--- config.mk ---
export PLATFORM = sky130hd
export DESIGN_NAME = pipeline_bus_arbiter_flat
export DESIGN_NICKNAME = d
export VERILOG_FILES = /design/src/rtl/pipeline_bus_arbiter_pkg.sv /design/src/rtl/pipeline_bus_arbiter_if.sv /design/src/rtl/pipeline_bus_arbiter_bus_sat_counter.sv /design/src/rtl/pipeline_bus_arbiter.sv /design/src/flat_wrapper.sv
export SDC_FILE = /design/constraint.sdc
export NUM_CORES = 1
export LEC_CHECK = 0
export CORE_MARGIN = 2
export CORE_UTILIZATION = 45
export CTS_BUF_LIST = sky130_fd_sc_hd__clkbuf_4
export DETAILED_ROUTE_END_ITERATION = 6
export PLACE_DENSITY = 0.72
export SYNTH_ARGS = -nofsm -noshare
export SYNTH_HDL_FRONTEND = slang
export SYNTH_SLANG_ARGS = --single-unit
--- constraint.sdc ---
create_clock -name ClockIn -period 1.88 [get_ports ClockIn]
set_input_delay 0.376 -clock ClockIn [delete_from_list [all_inputs] [get_ports ClockIn]]
set_output_delay 0.376 -clock ClockIn [all_outputs]
set_load 0.01 [all_outputs]
--- src/rtl/pipeline_bus_arbiter_pkg.sv ---
// Shared definitions for the pipeline bus arbiter: one-hot arbiter states
// and the bus owner codes reported on BusOwner.
package pipeline_bus_pkg;

    typedef enum logic [3:0] {
        S_CPU    = 4'b0001,
        S_TURN_D = 4'b0010,
        S_DMA    = 4'b0100,
        S_TURN_C = 4'b1000
    } arb_state_t;

    typedef enum logic [1:0] {
        OWN_CPU  = 2'd0,
        OWN_TURN = 2'd1,
        OWN_DMA  = 2'd2
    } bus_owner_t;

endpackage

--- src/rtl/pipeline_bus_arbiter_if.sv ---
// Request/grant bundle between pipeline stage 2, the DMA requester and the
// bus arbiter. The requesters drive the master side; the arbiter is the slave.
interface pipeline_bus_arbiter_if;

    logic       CpuBusRequest;
    logic       CpuBreak;
    logic       DmaReq;
    logic       DmaGrant;
    logic       CpuBusEnable;
    logic       PipeStall;
    logic [1:0] BusOwner;
    logic       DmaRevoked;

    modport master (
        output CpuBusRequest,
        output CpuBreak,
        output DmaReq,
        input  DmaGrant,
        input  CpuBusEnable,
        input  PipeStall,
        input  BusOwner,
        input  DmaRevoked
    );

    modport slave (
        input  CpuBusRequest,
        input  CpuBreak,
        input  DmaReq,
        output DmaGrant,
        output CpuBusEnable,
        output PipeStall,
        output BusOwner,
        output DmaRevoked
    );

endinterface

--- src/rtl/pipeline_bus_arbiter_bus_sat_counter.sv ---
// Small saturating up/down counter used for the arbiter's starvation,
// CPU hold-off and burst-length tracking. LIMIT is both the saturation
// point for counting up and the value loaded by load. The single flag
// reports either "at LIMIT" or "at zero", chosen by FLAG_ZERO.
module bus_sat_counter #(
    parameter int CNT_W     = 5,
    parameter int LIMIT     = 8,
    parameter bit FLAG_ZERO = 1'b0
) (
    input  logic clk,
    input  logic rst,
    input  logic clr,
    input  logic load,
    input  logic inc,
    input  logic dec,
    output logic flag
);

    localparam logic [CNT_W-1:0] LIM = CNT_W'(LIMIT);

    logic [CNT_W-1:0] cnt;

    // Count state: clear beats load beats inc beats dec; inc/dec stop at the ends.
    always_ff @(posedge clk or posedge rst) begin
        if (rst) begin
            cnt <= '0;
        end else if (clr) begin
            cnt <= '0;
        end else if (load) begin
            cnt <= LIM;
        end else if (inc) begin
            if (cnt != LIM) cnt <= cnt + 1'b1;
        end else if (dec) begin
            if (cnt != '0) cnt <= cnt - 1'b1;
        end
    end

    assign flag = FLAG_ZERO ? (cnt == '0) : (cnt == LIM);

endmodule

--- src/rtl/pipeline_bus_arbiter.sv ---
// Arbitrates the CPU main bus between pipeline stage 2 and a DMA requester.
// Every ownership change passes through a dead turnaround cycle so the two
// masters never drive the bus together. All outputs except PipeStall are
// registered alongside the state, so they cannot glitch.
module pipeline_bus_arbiter
    import pipeline_bus_pkg::*;
#(
    parameter int MAX_BURST    = 16,
    parameter int STARVE_LIMIT = 8,
    parameter int MIN_CPU      = 4,
    parameter int CNT_W        = 5
) (
    input  logic                  ClockIn,
    input  logic                  ResetIn,
    pipeline_bus_arbiter_if.slave bus
);

    arb_state_t state;
    bus_owner_t owner_q;
    logic       cpu_en_q;
    logic       grant_q;
    logic       revoked_q;

    logic starve_full;
    logic mincpu_done;
    logic burst_full;

    logic starve_inc;
    logic starve_clr;
    logic mincpu_load;
    logic mincpu_dec;
    logic burst_clr;
    logic burst_inc;

    logic dma_go;
    logic burst_revoke;

    // A DMA request waiting behind an active CPU request builds up starvation.
    assign starve_inc  = (state == S_CPU) && bus.DmaReq && bus.CpuBusRequest;
    assign starve_clr  = !starve_inc;

    // The CPU hold-off window starts as the bus comes back from DMA.
    assign mincpu_load = (state == S_TURN_C);
    assign mincpu_dec  = (state == S_CPU);

    // Burst length is measured from the first granted cycle.
    assign burst_clr   = (state == S_TURN_D) && bus.DmaReq;
    assign burst_inc   = (state == S_DMA);

    // Hand over at an instruction gap, when the CPU is halted, or once DMA has
    // starved long enough; never inside the CPU hold-off unless halted.
    assign dma_go = bus.DmaReq
                  && (mincpu_done || bus.CpuBreak)
                  && (!bus.CpuBusRequest || bus.CpuBreak || starve_full);

    // A halted CPU never takes the bus back from DMA.
    assign burst_revoke = burst_full && bus.CpuBusRequest && !bus.CpuBreak;

    bus_sat_counter #(
        .CNT_W    (CNT_W),
        .LIMIT    (STARVE_LIMIT),
        .FLAG_ZERO(1'b0)
    ) u_starve_cnt (
        .clk (ClockIn),
        .rst (ResetIn),
        .clr (starve_clr),
        .load(1'b0),
        .inc (starve_inc),
        .dec (1'b0),
        .flag(starve_full)
    );

    bus_sat_counter #(
        .CNT_W    (CNT_W),
        .LIMIT    (MIN_CPU),
        .FLAG_ZERO(1'b1)
    ) u_mincpu_cnt (
        .clk (ClockIn),
        .rst (ResetIn),
        .clr (1'b0),
        .load(mincpu_load),
        .inc (1'b0),
        .dec (mincpu_dec),
        .flag(mincpu_done)
    );

    bus_sat_counter #(
        .CNT_W    (CNT_W),
        .LIMIT    (MAX_BURST - 1),
        .FLAG_ZERO(1'b0)
    ) u_burst_cnt (
        .clk (ClockIn),
        .rst (ResetIn),
        .clr (burst_clr),
        .load(1'b0),
        .inc (burst_inc),
        .dec (1'b0),
        .flag(burst_full)
    );

    // Ownership FSM; the output flops are updated with the state they decode.
    always_ff @(posedge ClockIn or posedge ResetIn) begin
        if (ResetIn) begin
            state     <= S_CPU;
            owner_q   <= OWN_CPU;
            cpu_en_q  <= 1'b1;
            grant_q   <= 1'b0;
            revoked_q <= 1'b0;
        end else begin
            revoked_q <= 1'b0;
            unique case (state)
                S_CPU: begin
                    if (dma_go) begin
                        state    <= S_TURN_D;
                        owner_q  <= OWN_TURN;
                        cpu_en_q <= 1'b0;
                    end
                end
                S_TURN_D: begin
                    if (bus.DmaReq) begin
                        state   <= S_DMA;
                        owner_q <= OWN_DMA;
                        grant_q <= 1'b1;
                    end else begin
                        // Request withdrawn during turnaround: hand straight back.
                        state <= S_TURN_C;
                    end
                end
                S_DMA: begin
                    if (!bus.DmaReq) begin
                        state   <= S_TURN_C;
                        owner_q <= OWN_TURN;
                        grant_q <= 1'b0;
                    end else if (burst_revoke) begin
                        state     <= S_TURN_C;
                        owner_q   <= OWN_TURN;
                        grant_q   <= 1'b0;
                        revoked_q <= 1'b1;
                    end
                end
                S_TURN_C: begin
                    state    <= S_CPU;
                    owner_q  <= OWN_CPU;
                    cpu_en_q <= 1'b1;
                end
                default: begin
                    state    <= S_CPU;
                    owner_q  <= OWN_CPU;
                    cpu_en_q <= 1'b1;
                    grant_q  <= 1'b0;
                end
            endcase
        end
    end

    assign bus.CpuBusEnable = cpu_en_q;
    assign bus.DmaGrant     = grant_q;
    assign bus.BusOwner     = owner_q;
    assign bus.DmaRevoked   = revoked_q;
    assign bus.PipeStall    = bus.CpuBusRequest & ~cpu_en_q;

endmodule

--- src/flat_wrapper.sv ---
// flat-port wrapper written by rule: the top's interface ports become plain ports
module pipeline_bus_arbiter_flat import pipeline_bus_pkg::*;
#(
    parameter int MAX_BURST    = 16,
    parameter int STARVE_LIMIT = 8,
    parameter int MIN_CPU      = 4,
    parameter int CNT_W        = 5
)
  (ClockIn, ResetIn, bus_CpuBusRequest, bus_CpuBreak, bus_DmaReq, bus_DmaGrant, bus_CpuBusEnable, bus_PipeStall, bus_BusOwner, bus_DmaRevoked);
  pipeline_bus_arbiter_if bus_i ();
  input  logic ClockIn;
  input  logic ResetIn;
  input wire logic [$bits(bus_i.CpuBusRequest)-1:0] bus_CpuBusRequest;
  input wire logic [$bits(bus_i.CpuBreak)-1:0] bus_CpuBreak;
  input wire logic [$bits(bus_i.DmaReq)-1:0] bus_DmaReq;
  output wire logic [$bits(bus_i.DmaGrant)-1:0] bus_DmaGrant;
  output wire logic [$bits(bus_i.CpuBusEnable)-1:0] bus_CpuBusEnable;
  output wire logic [$bits(bus_i.PipeStall)-1:0] bus_PipeStall;
  output wire logic [$bits(bus_i.BusOwner)-1:0] bus_BusOwner;
  output wire logic [$bits(bus_i.DmaRevoked)-1:0] bus_DmaRevoked;
  assign bus_i.CpuBusRequest = bus_CpuBusRequest;
  assign bus_i.CpuBreak = bus_CpuBreak;
  assign bus_i.DmaReq = bus_DmaReq;
  assign bus_DmaGrant = bus_i.DmaGrant;
  assign bus_CpuBusEnable = bus_i.CpuBusEnable;
  assign bus_PipeStall = bus_i.PipeStall;
  assign bus_BusOwner = bus_i.BusOwner;
  assign bus_DmaRevoked = bus_i.DmaRevoked;
  pipeline_bus_arbiter #(.MAX_BURST(MAX_BURST), .STARVE_LIMIT(STARVE_LIMIT), .MIN_CPU(MIN_CPU), .CNT_W(CNT_W)) u_core (.ClockIn(ClockIn), .ResetIn(ResetIn), .bus(bus_i));
endmodule
* After elaboration in Yosys (flattened, before gate mapping)
Index checks and enable logic that the tools add are counted. Widths: inputs -> output; s select.
Cells by class: add/subtract/negate cells 3, equality and inequality tests 12, muxes and demuxes 27, bitwise gates (word level) 4, reductions and logical operators 26
Operator list (number):
- $mux 5 | 8
- $mux 4 | 4
- $pmux 4 s3 | 1
- $add 5x1->5 const B | 2
- $eq 5x4->1 const B | 2
- $ne 5x4->1 const B | 2
- $mux 2 | 4
- $reduce_and 2->1 | 4
- $reduce_bool 2->1 | 4
- $logic_and 1x1->1 | 7
- $mux 1 | 7
- $ne 2x2->1 const B | 3
- $pmux 2 s3 | 1
- $reduce_and 3->1 | 2
- $logic_not 5->1 | 1
- $reduce_bool 5->1 | 1
- $sub 5x1->5 const B | 1
- $eq 4x1->1 const B | 1
- $eq 4x2->1 const B | 1
- $eq 4x3->1 const B | 1
- $eq 4x4->1 const B | 1
- $reduce_or 2->1 | 2
- $logic_or 1x1->1 | 3
- $ne 3x3->1 const B | 1
- other kinds (5) | 8
Word-level totals: register bits after elaboration 24, output and inout port bits 6, word-level logic and storage cells 80

* Depth between registers and ports, before layout
Gate-level depths: netlist (run 1).
word-level depth 6, gate-level depth with buffers 7

* By module
From an unflattened synthesis (run 1), not the netlist that was laid out.
Unflattened totals: cell total of the unflattened synthesis 183, area total of the unflattened synthesis 1776.7 sq um
Modules (own cells, without submodules):
- pipeline_bus_arbiter | instances 1, cells each 50, area an instance 486.7 sq um, seq. area each 227.7 sq um
- bus_sat_counter (u_core.u_starve_cnt) | instances 1, cells each 49, area an instance 467.9 sq um, seq. area each 125.1 sq um
- bus_sat_counter (u_core.u_mincpu_cnt) | instances 1, cells each 42, area an instance 415.4 sq um, seq. area each 125.1 sq um
- bus_sat_counter (u_core.u_burst_cnt) | instances 1, cells each 42, area an instance 406.6 sq um, seq. area each 125.1 sq um

* Worst setup path before layout (run 1)
No wires, ideal clock.
path type flip-flop to flip-flop, from register u_core.u_burst_cnt.cnt[0], to register u_core.owner_q[0], in the netlist u_core.bus.BusOwner[0], library setup time 0.120 ns, data arrival time 1.576 ns, path slack 0.183 ns, cell stages (with the launch flop) 7, buffers on the path 0, cell sequence dfrtp_1 ha_1 and3_1 ha_1 and3b_1 nand2b_1 a41o_1
Between the ends: word-level cells in the longest chain between the ends 5
Ends and longest elaborated chain:
- from (decl) | RTL line pipeline_bus_arbiter_bus_sat_counter.sv:21 | logic [CNT_W-1:0] cnt;
- from (signal assigned) | RTL line pipeline_bus_arbiter_bus_sat_counter.sv:32 | if (cnt != LIM) cnt <= cnt + 1'b1;
- from (signal assigned) | RTL line pipeline_bus_arbiter_bus_sat_counter.sv:34 | if (cnt != '0) cnt <= cnt - 1'b1;
- $eq 5x4->1 | RTL line pipeline_bus_arbiter_bus_sat_counter.sv:38 | assign flag = FLAG_ZERO ? (cnt == '0) : (cnt == LIM);
- $logic_and 1x1->1 (2 in series) | RTL line pipeline_bus_arbiter.sv:57 | assign burst_revoke = burst_full && bus.CpuBusRequest && !bus.CpuBreak;
- $ne 3x3->1 (no source line)
- $reduce_and 3->1 (no source line)
- to (signal assigned) | RTL line pipeline_bus_arbiter.sv:105 | owner_q <= OWN_CPU;
- to (signal assigned) | RTL line pipeline_bus_arbiter.sv:115 | owner_q <= OWN_TURN;
- to (signal assigned) | RTL line pipeline_bus_arbiter.sv:122 | owner_q <= OWN_DMA;
- to (decl) | RTL line pipeline_bus_arbiter.sv:19 | bus_owner_t owner_q;
No other way between the ends. A chain may end at the register's enable or synchronous reset.

* Final worst setup path (run 1)
from register u_core.cpu_en_q, in the netlist u_core.bus.CpuBusEnable, to output port bus_CpuBusEnable
RTL lines:
- from (decl) | RTL line pipeline_bus_arbiter.sv:20 | logic cpu_en_q;
- from (signal assigned) | RTL line pipeline_bus_arbiter.sv:106 | cpu_en_q <= 1'b1;
- from (signal assigned) | RTL line pipeline_bus_arbiter.sv:116 | cpu_en_q <= 1'b0;
- from (signal assigned) | RTL line pipeline_bus_arbiter.sv:144 | cpu_en_q <= 1'b1;
- to (decl) | RTL line flat_wrapper.sv:17 | output wire logic [$bits(bus_i.CpuBusEnable)-1:0] bus_CpuBusEnable;
No word-level cell between the ends.

==> results of run 1 <==
## cells by family after synthesis
family,synth area share
flip-flops,0.485
buffers and inverters,0.0282
AO/OA/AOI/OAI,0.0996
adder cells (fa/ha/maj),0.0503
AND/OR/NAND/NOR,0.281
XOR/XNOR,0.0563
## Yosys cell counts
master,n,area (um^2)
sky130_fd_sc_hd__a41o_1,1,10.0
sky130_fd_sc_hd__nor3b_2,1,12.5
sky130_fd_sc_hd__nand4bb_1,1,11.3
sky130_fd_sc_hd__a21oi_1,8,40.0
sky130_fd_sc_hd__nor2b_1,1,6.26
sky130_fd_sc_hd__xor2_1,4,35.0
sky130_fd_sc_hd__and3_1,2,12.5
sky130_fd_sc_hd__nand3_1,11,55.1
sky130_fd_sc_hd__nor3_2,1,10.0
sky130_fd_sc_hd__nor4b_2,2,30.0
sky130_fd_sc_hd__dfrtp_1,22,551
sky130_fd_sc_hd__or4b_1,3,30.0
sky130_fd_sc_hd__ha_1,5,62.6
sky130_fd_sc_hd__o21ai_0,4,20.0
sky130_fd_sc_hd__xnor2_1,4,35.0
sky130_fd_sc_hd__o2bb2ai_1,1,8.76
sky130_fd_sc_hd__dfstp_2,2,52.6
sky130_fd_sc_hd__buf_2,1,5.00
sky130_fd_sc_hd__nand2b_1,1,6.26
sky130_fd_sc_hd__o31ai_1,1,7.51
sky130_fd_sc_hd__and3b_1,1,8.76
sky130_fd_sc_hd__nor2_4,1,11.3
sky130_fd_sc_hd__nor4b_1,2,17.5
sky130_fd_sc_hd__nor2_1,16,60.1
sky130_fd_sc_hd__nand2_1,11,41.3
sky130_fd_sc_hd__nor3_1,4,20.0
sky130_fd_sc_hd__o211a_1,1,10.0
sky130_fd_sc_hd__a211oi_1,1,7.51
sky130_fd_sc_hd__a31oi_1,1,6.26
sky130_fd_sc_hd__o21ai_1,1,5.00
sky130_fd_sc_hd__and2_1,1,6.26
sky130_fd_sc_hd__a211o_1,1,8.76
sky130_fd_sc_hd__clkbuf_1,1,3.75
sky130_fd_sc_hd__or4b_2,1,10.0
sky130_fd_sc_hd__inv_1,7,26.3
## power groups by stage
stage / sequential [mW] / clock [mW] / combinational [mW]
2_1_floorplan: 0.811 / 0 / 0.413
3_3_place_gp: 0.822 / 0 / 0.598
4_1_cts: 0.823 / 0.237 / 0.618
5_1_grt: 0.847 / 0.257 / 0.711
6_report: 0.821 / 0.224 / 0.609
3_5_place_dp: 0.834 / 0 / 0.616
## routing by layer
metal / up-vias / share of wire / routed length [um]
met5: - / 0 / 0
met4: 0 / 0.0056 / 13
met3: 2 / 0.031 / 72
met2: 13 / 0.52 / 1210
met1: 470 / 0.44 / 1030
li1: 481 / - / -
## sequential cells by signal (all words and copies together), names as in the netlist
signal / cells
u_core.u_burst_cnt.cnt: 5
u_core.u_mincpu_cnt.cnt: 5
u_core.u_starve_cnt.cnt: 5
u_core.state: 4
u_core.bus.BusOwner: 2
u_core.bus.CpuBusEnable: 1
u_core.bus.DmaGrant: 1
u_core.bus.DmaRevoked: 1
## path summary, 6_finish.rpt
| kind | startpoint | end | slack, ps | cells after the start |
|---|---|---|---|---|
| worst max-delay path | u_core.bus.CpuBusEnable | bus_CpuBusEnable | 120 | 1 |
| worst min-delay path | ResetIn | u_core.u_burst_cnt.cnt[1] | 380 | 3 |
| worst max register to register | u_core.state[0] | u_core.bus.BusOwner[0] | 130 | 4 |
| worst min register to register | u_core.u_mincpu_cnt.cnt[4] | u_core.u_mincpu_cnt.cnt[4] | 510 | 2 |
| max in group asynchronous | ResetIn | u_core.state[0] | 1190 | 3 |
| min in group ClockIn | u_core.u_mincpu_cnt.cnt[4] | u_core.u_mincpu_cnt.cnt[4] | 510 | 2 |
## area by class of cell
| class | count | area share |
|---|---|---|
| multi-input combinational | 93 | 0.417 |
| tap | 31 | 0.0267 |
| clock buffer | 3 | 0.0155 |
| inverter | 7 | 0.0181 |
| timing repair buffer | 17 | 0.104 |
| clock inverter | 1 | 0.00259 |
| sequential | 24 | 0.416 |
## timing repair
item / in CTS / in global routing
gates resized for setup: 1 / 0
endpoints found under the setup margin: 1 / 0
hold endpoints to repair: 0 / 0
## through the flow
stage,instances,utilization,total power [mW],instance area (um^2),hold slack [ps]
after floorplan,126,-,1.22,1240,389
after global placement,172,0.531,1.42,1430,482
after detailed placement,172,0.531,1.45,1430,492
after CTS,176,0.540,1.68,1450,380
after global routing,176,0.540,1.81,1450,430
final,176,0.540,1.65,1450,380
## cells in the final DEF, fill, tap and decap left out, types with 2 or more instances in the layout
master and instances:
sky130_fd_sc_hd__a21oi_1 8, sky130_fd_sc_hd__and3_1 2, sky130_fd_sc_hd__buf_4 7, sky130_fd_sc_hd__clkbuf_4 3
sky130_fd_sc_hd__clkdlybuf4s50_1 9, sky130_fd_sc_hd__dfrtp_1 22, sky130_fd_sc_hd__dfstp_2 2, sky130_fd_sc_hd__ha_1 5
sky130_fd_sc_hd__inv_1 7, sky130_fd_sc_hd__nand2_1 11, sky130_fd_sc_hd__nand3_1 11, sky130_fd_sc_hd__nor2_1 16
sky130_fd_sc_hd__nor3_1 4, sky130_fd_sc_hd__nor4b_1 2, sky130_fd_sc_hd__nor4b_2 2, sky130_fd_sc_hd__o21ai_0 4
sky130_fd_sc_hd__or4b_1 3, sky130_fd_sc_hd__xnor2_1 4, sky130_fd_sc_hd__xor2_1 4
## tightest hold or removal path: stages
cell and delay (ps):
sky130_fd_sc_hd__clkdlybuf4s50_1 390, sky130_fd_sc_hd__inv_1 50, sky130_fd_sc_hd__buf_4 290
==> impl_metrics.ini, run 1 <==
[clock_network]
postCtsHoldBufs = 0
ctsHtreeMaxLevel = 1
cts_setup_buffers = 0
cts.sink_count = 24
clock_latency_ps = 310
cts_tree = done
clk_path_buf_depth = 2
cts-buffers-inserted = 3
worst_setup_hold_path_clk_slew_ps = 130
cts_root_buf = sky130_fd_sc_hd__clkbuf_4

[yosys]
synth_area_per_cell_um2 = 9.87
yosys_warnings = 0
sequential_to_total_area_share_from_yosys_stat = 0.485
synthesized_netlist_cell_count = 126
synth_nets = 136
synth_seq_cells = 24
synth_area_um2 = 1240
post_synth_num_cell_types = 35

[floorplan]
start_util = 0.463
die_w_um = 56.6
core_area_um2 = 2690
die_height_um = 56.6
row_count = 19
design.die.area_um2 = 3200
pin_count = 11

[setup_path]
cp-end-kind = output pin
crit_required_ps = 1500
cells_along_the_critical_path = clkdlybuf4s50_1
worstPathMaxFanout = 3
crit_buf_inv = 1
startpoint_type = flop
max_stage_delay_ps = 560
cpMaxStageDelayCell = sky130_fd_sc_hd__dfstp_2
critical_path_arrival_ps = 1390
timing.setup.critical_path_class = reg -> out
worst_path_dominant_cell_family = flip-flops

[timing]
period_share = 0.938
worst_slack_setup_final_ps = 116
tightest_slew_ps = 575
timing.final.hold_violations = 0
post-route-min-period_ps = 1760
report.final.slew_viol_count = 0
finalClockSkew_ps = 13.6
grt_setup_unrepaired = false
report.final.setup_viol = 0
fin_setup_tns_ps = 0
maximum_frequency_from_static_timing_analysis_mhz = 567
maxSlewHeadroom = 0.616

[power_and_ir_drop]
cellLeakagePower_nw = 0.658
pwr-share-seq = 0.496
power.ir.vdd_worst_v = 0.000711
power.share.switching = 0.358
power.switching_uw = 592
pwr_density_nw_per_um2 = 1140
p_clk_frac = 0.135
share_comb_of_total_power = 0.368
internal_power_mw = 1.06

[final_layout]
sequential_cell_area_um2 = 603
design.final.nets = 156
filler_cell_count = 250
drive_above_1_share = 0.124
syn_to_final_growth_pct = 16.7
multi_input_area_um2 = 606
antenna_cells = 0

[grt]
globalRouteMet1Util = 0.205
initial_antenna_violation_count = 0
top_usage_layer_grt = met2
grt_use_met3 = 0.0507
grt.total_usage = 0.164
grt_first_pass_wirelength_mm = 4.13
pin_count_of_the_biggest_net_entering_global_routing = 25
met2_usage = 0.279
grt_pass1_vias = 955
globalRouteOverflowTotal = 0

[place]
hpwl_reported_at_the_end_of_detailed_placement_mm = 1.77
numPortBuffers = 10
gp_routability_congestion = 0.887
preCtsSetupSlack_ps = -21.0

[routing]
drt.antenna.violating_nets = 0
drt_first_pass_iters = 4
detail_route.wl_per_cell_um = 13.2
drt_first_iter_violations = 30
vias = 966
drcViolationCount = 0
wirelength_mm = 2.32
via_per_inst = 5.49

[min_path]
hold_class = in -> async

[status]
outcome = finished, final reports clean

[run]
cap_violations = 0
Note: power is estimated with default switching activity, not from simulation.
==> inputs of run 2 (changes only) <==
--- a/config.mk
+++ b/config.mk
@@ -9,7 +9,8 @@
 export CORE_UTILIZATION = 45
 export CTS_BUF_LIST = sky130_fd_sc_hd__clkbuf_4
 export DETAILED_ROUTE_END_ITERATION = 6
-export PLACE_DENSITY = 0.72
+export DONT_BUFFER_PORTS = 1
+export PLACE_DENSITY = 0.67
 export SYNTH_ARGS = -nofsm -noshare
 export SYNTH_HDL_FRONTEND = slang
 export SYNTH_SLANG_ARGS = --single-unit
==> run 2 against run 1 <==
Effect of this change: via count is 4.0% lower; critical path type is now reg -> reg; clock skew is 2.6 ps higher; non-clock buffer count is 11 lower; global-route usage is 0.22 points higher; flip-flop and latch count stayed put; first-iteration DRC count is 33% higher; total power is 2.4% lower; worst hold slack worse by 190 ps; sequential power is 2.7% higher; utilization is 3.9 points lower.
==> impl_metrics.ini, run 2 (synthesis gave the netlist of run 1 again) <==
[timing]
grt_setup_unrepaired = false
fin_setup_tns_ps = 0
period_share = 0.974
finalClockSkew_ps = 16.2
report.final.setup_viol = 0
post-route-min-period_ps = 1830
worst_slack_setup_final_ps = 48.8
report.final.slew_viol_count = 0
tightest_slew_ps = 585
timing.final.hold_violations = 0
maximum_frequency_from_static_timing_analysis_mhz = 546
maxSlewHeadroom = 0.609
whs_ps = 187

[grt]
initial_antenna_violation_count = 0
grt_first_pass_wirelength_mm = 4.09
grt_pass1_vias = 893
pin_count_of_the_biggest_net_entering_global_routing = 25
grt.total_usage = 0.166
globalRouteOverflowTotal = 0

[floorplan]
die_w_um = 56.6
row_count = 19
pin_count = 11
die_height_um = 56.6
core_area_um2 = 2690
start_util = 0.463
design.die.area_um2 = 3200

[final_layout]
multi_input_area_um2 = 606
most-common-layout-cells = 22 x sky130_fd_sc_hd__dfrtp_1, 16 x sky130_fd_sc_hd__nor2_1, 11 x sky130_fd_sc_hd__nand2_1, 11 x sky130_fd_sc_hd__nand3_1, 8 x sky130_fd_sc_hd__a21oi_1
design.final.nets = 145
drive_above_1_share = 0.119
syn_to_final_growth_pct = 8.35
antenna_cells = 0
filler_cell_count = 240
largest_registers = u_core.u_burst_cnt.cnt x5, u_core.u_mincpu_cnt.cnt x5, u_core.u_starve_cnt.cnt x5
finalNonFillerCells = 165
post_layout_util = 0.502
sequential_cell_area_um2 = 603
final_area_um2 = 1350
layout.cells.most_common = sky130_fd_sc_hd__dfrtp_1

[routing]
drt_first_pass_iters = 4
drcViolationCount = 0
drt.antenna.violating_nets = 0
detail_route.wl_per_cell_um = 14.4
wirelength_mm = 2.37
vias = 927
via_per_inst = 5.62
drt_first_iter_violations = 40

[place]
preCtsSetupSlack_ps = 131
placedInstanceArea_um2 = 1310
hpwl_reported_at_the_end_of_detailed_placement_mm = 1.75
gp_routability_congestion = 0.858
numPlacedInstances = 160
numPortBuffers = 0

[power_and_ir_drop]
power.ir.vdd_worst_v = 0.000907
finalPower_mw = 1.61
cellLeakagePower_nw = 0.612
pwr_density_nw_per_um2 = 1200

[clock_network]
cts_root_buf = sky130_fd_sc_hd__clkbuf_4
cts_tree = done
ctsHtreeMaxLevel = 1
cts.sink_count = 24
clk_path_buf_depth = 2
clock_latency_ps = 320
cts_resized = 0
cts-buffers-inserted = 3
worst_setup_hold_path_clk_slew_ps = 140

[setup_path]
crit_required_ps = 2090
critical_path_arrival_ps = 2040
worstPathMaxFanout = 7
timing.setup.critical_path_class = reg -> reg
max_stage_delay_ps = 600
r2r_slack_ps = 50
worst_path_dominant_cell_family = simple AND/OR/NAND/NOR gates
startpoint_type = flop
cells_along_the_critical_path = or4b_1 -> a21oi_1 -> nand2_1 -> a41o_1
cpMaxStageDelayCell = sky130_fd_sc_hd__dfstp_2
crit_buf_inv = 0
cp-end-kind = flop

[status]
outcome = finished, final reports clean

[run]
cap_violations = 0

[min_path]
hold_class = in -> reg
-- run 2: path summary, 6_finish.rpt --
check | start | endpoint | cells past startpoint
worst max register to register | u_core.state[0] | u_core.bus.BusOwner[0] | 4
worst min register to register | u_core.u_mincpu_cnt.cnt[4] | u_core.u_mincpu_cnt.cnt[4] | 2
max in group asynchronous | ResetIn | u_core.state[0] | 3
worst max-delay path | u_core.state[0] | u_core.bus.BusOwner[0] | 4
min in group asynchronous | ResetIn | u_core.bus.DmaGrant | 3
worst min-delay path | bus_DmaReq | u_core.bus.BusOwner[1] | 2
-- run 2: where the power goes --
group | internal [mW] | switching (mW) | total, mW | leakage (nW)
Combinational | 0.249 | 0.288 | 0.537 | 0.286
Clock | 0.0778 | 0.156 | 0.234 | 0.0154
Sequential | 0.680 | 0.163 | 0.843 | 0.310
Total | 1.01 | 0.607 | 1.61 | 0.612
-- run 2: layout make-up --
class | count | area share
flip-flops and latches | 24 | 0.448
clock buffers | 3 | 0.0167
well taps | 31 | 0.0288
multi-input cells | 93 | 0.449
repair buffers | 6 | 0.0353
inverters | 7 | 0.0195
clock inverters | 1 | 0.00279
-- run 2: worst register-to-register path, stage by stage (launching register included) --
cell and delay, ps:
sky130_fd_sc_hd__dfstp_2 600, sky130_fd_sc_hd__or4b_1 540, sky130_fd_sc_hd__a21oi_1 230, sky130_fd_sc_hd__nand2_1 110, sky130_fd_sc_hd__a41o_1 240
-- run 2: routing by layer --
metal  vias up  track usage  share of wire
met3         6       0.0553          0.047
met4         0       0.0408         0.0093
met2        24        0.252           0.45
met1       437        0.228           0.49
met5         -            0              0
li1        460            -              -
-- run 2: what timing repair did --
item	4_1_cts	5_1_grt
buffers inserted	0	0
endpoints found under the hold margin	22	0
hold buffers	1	0
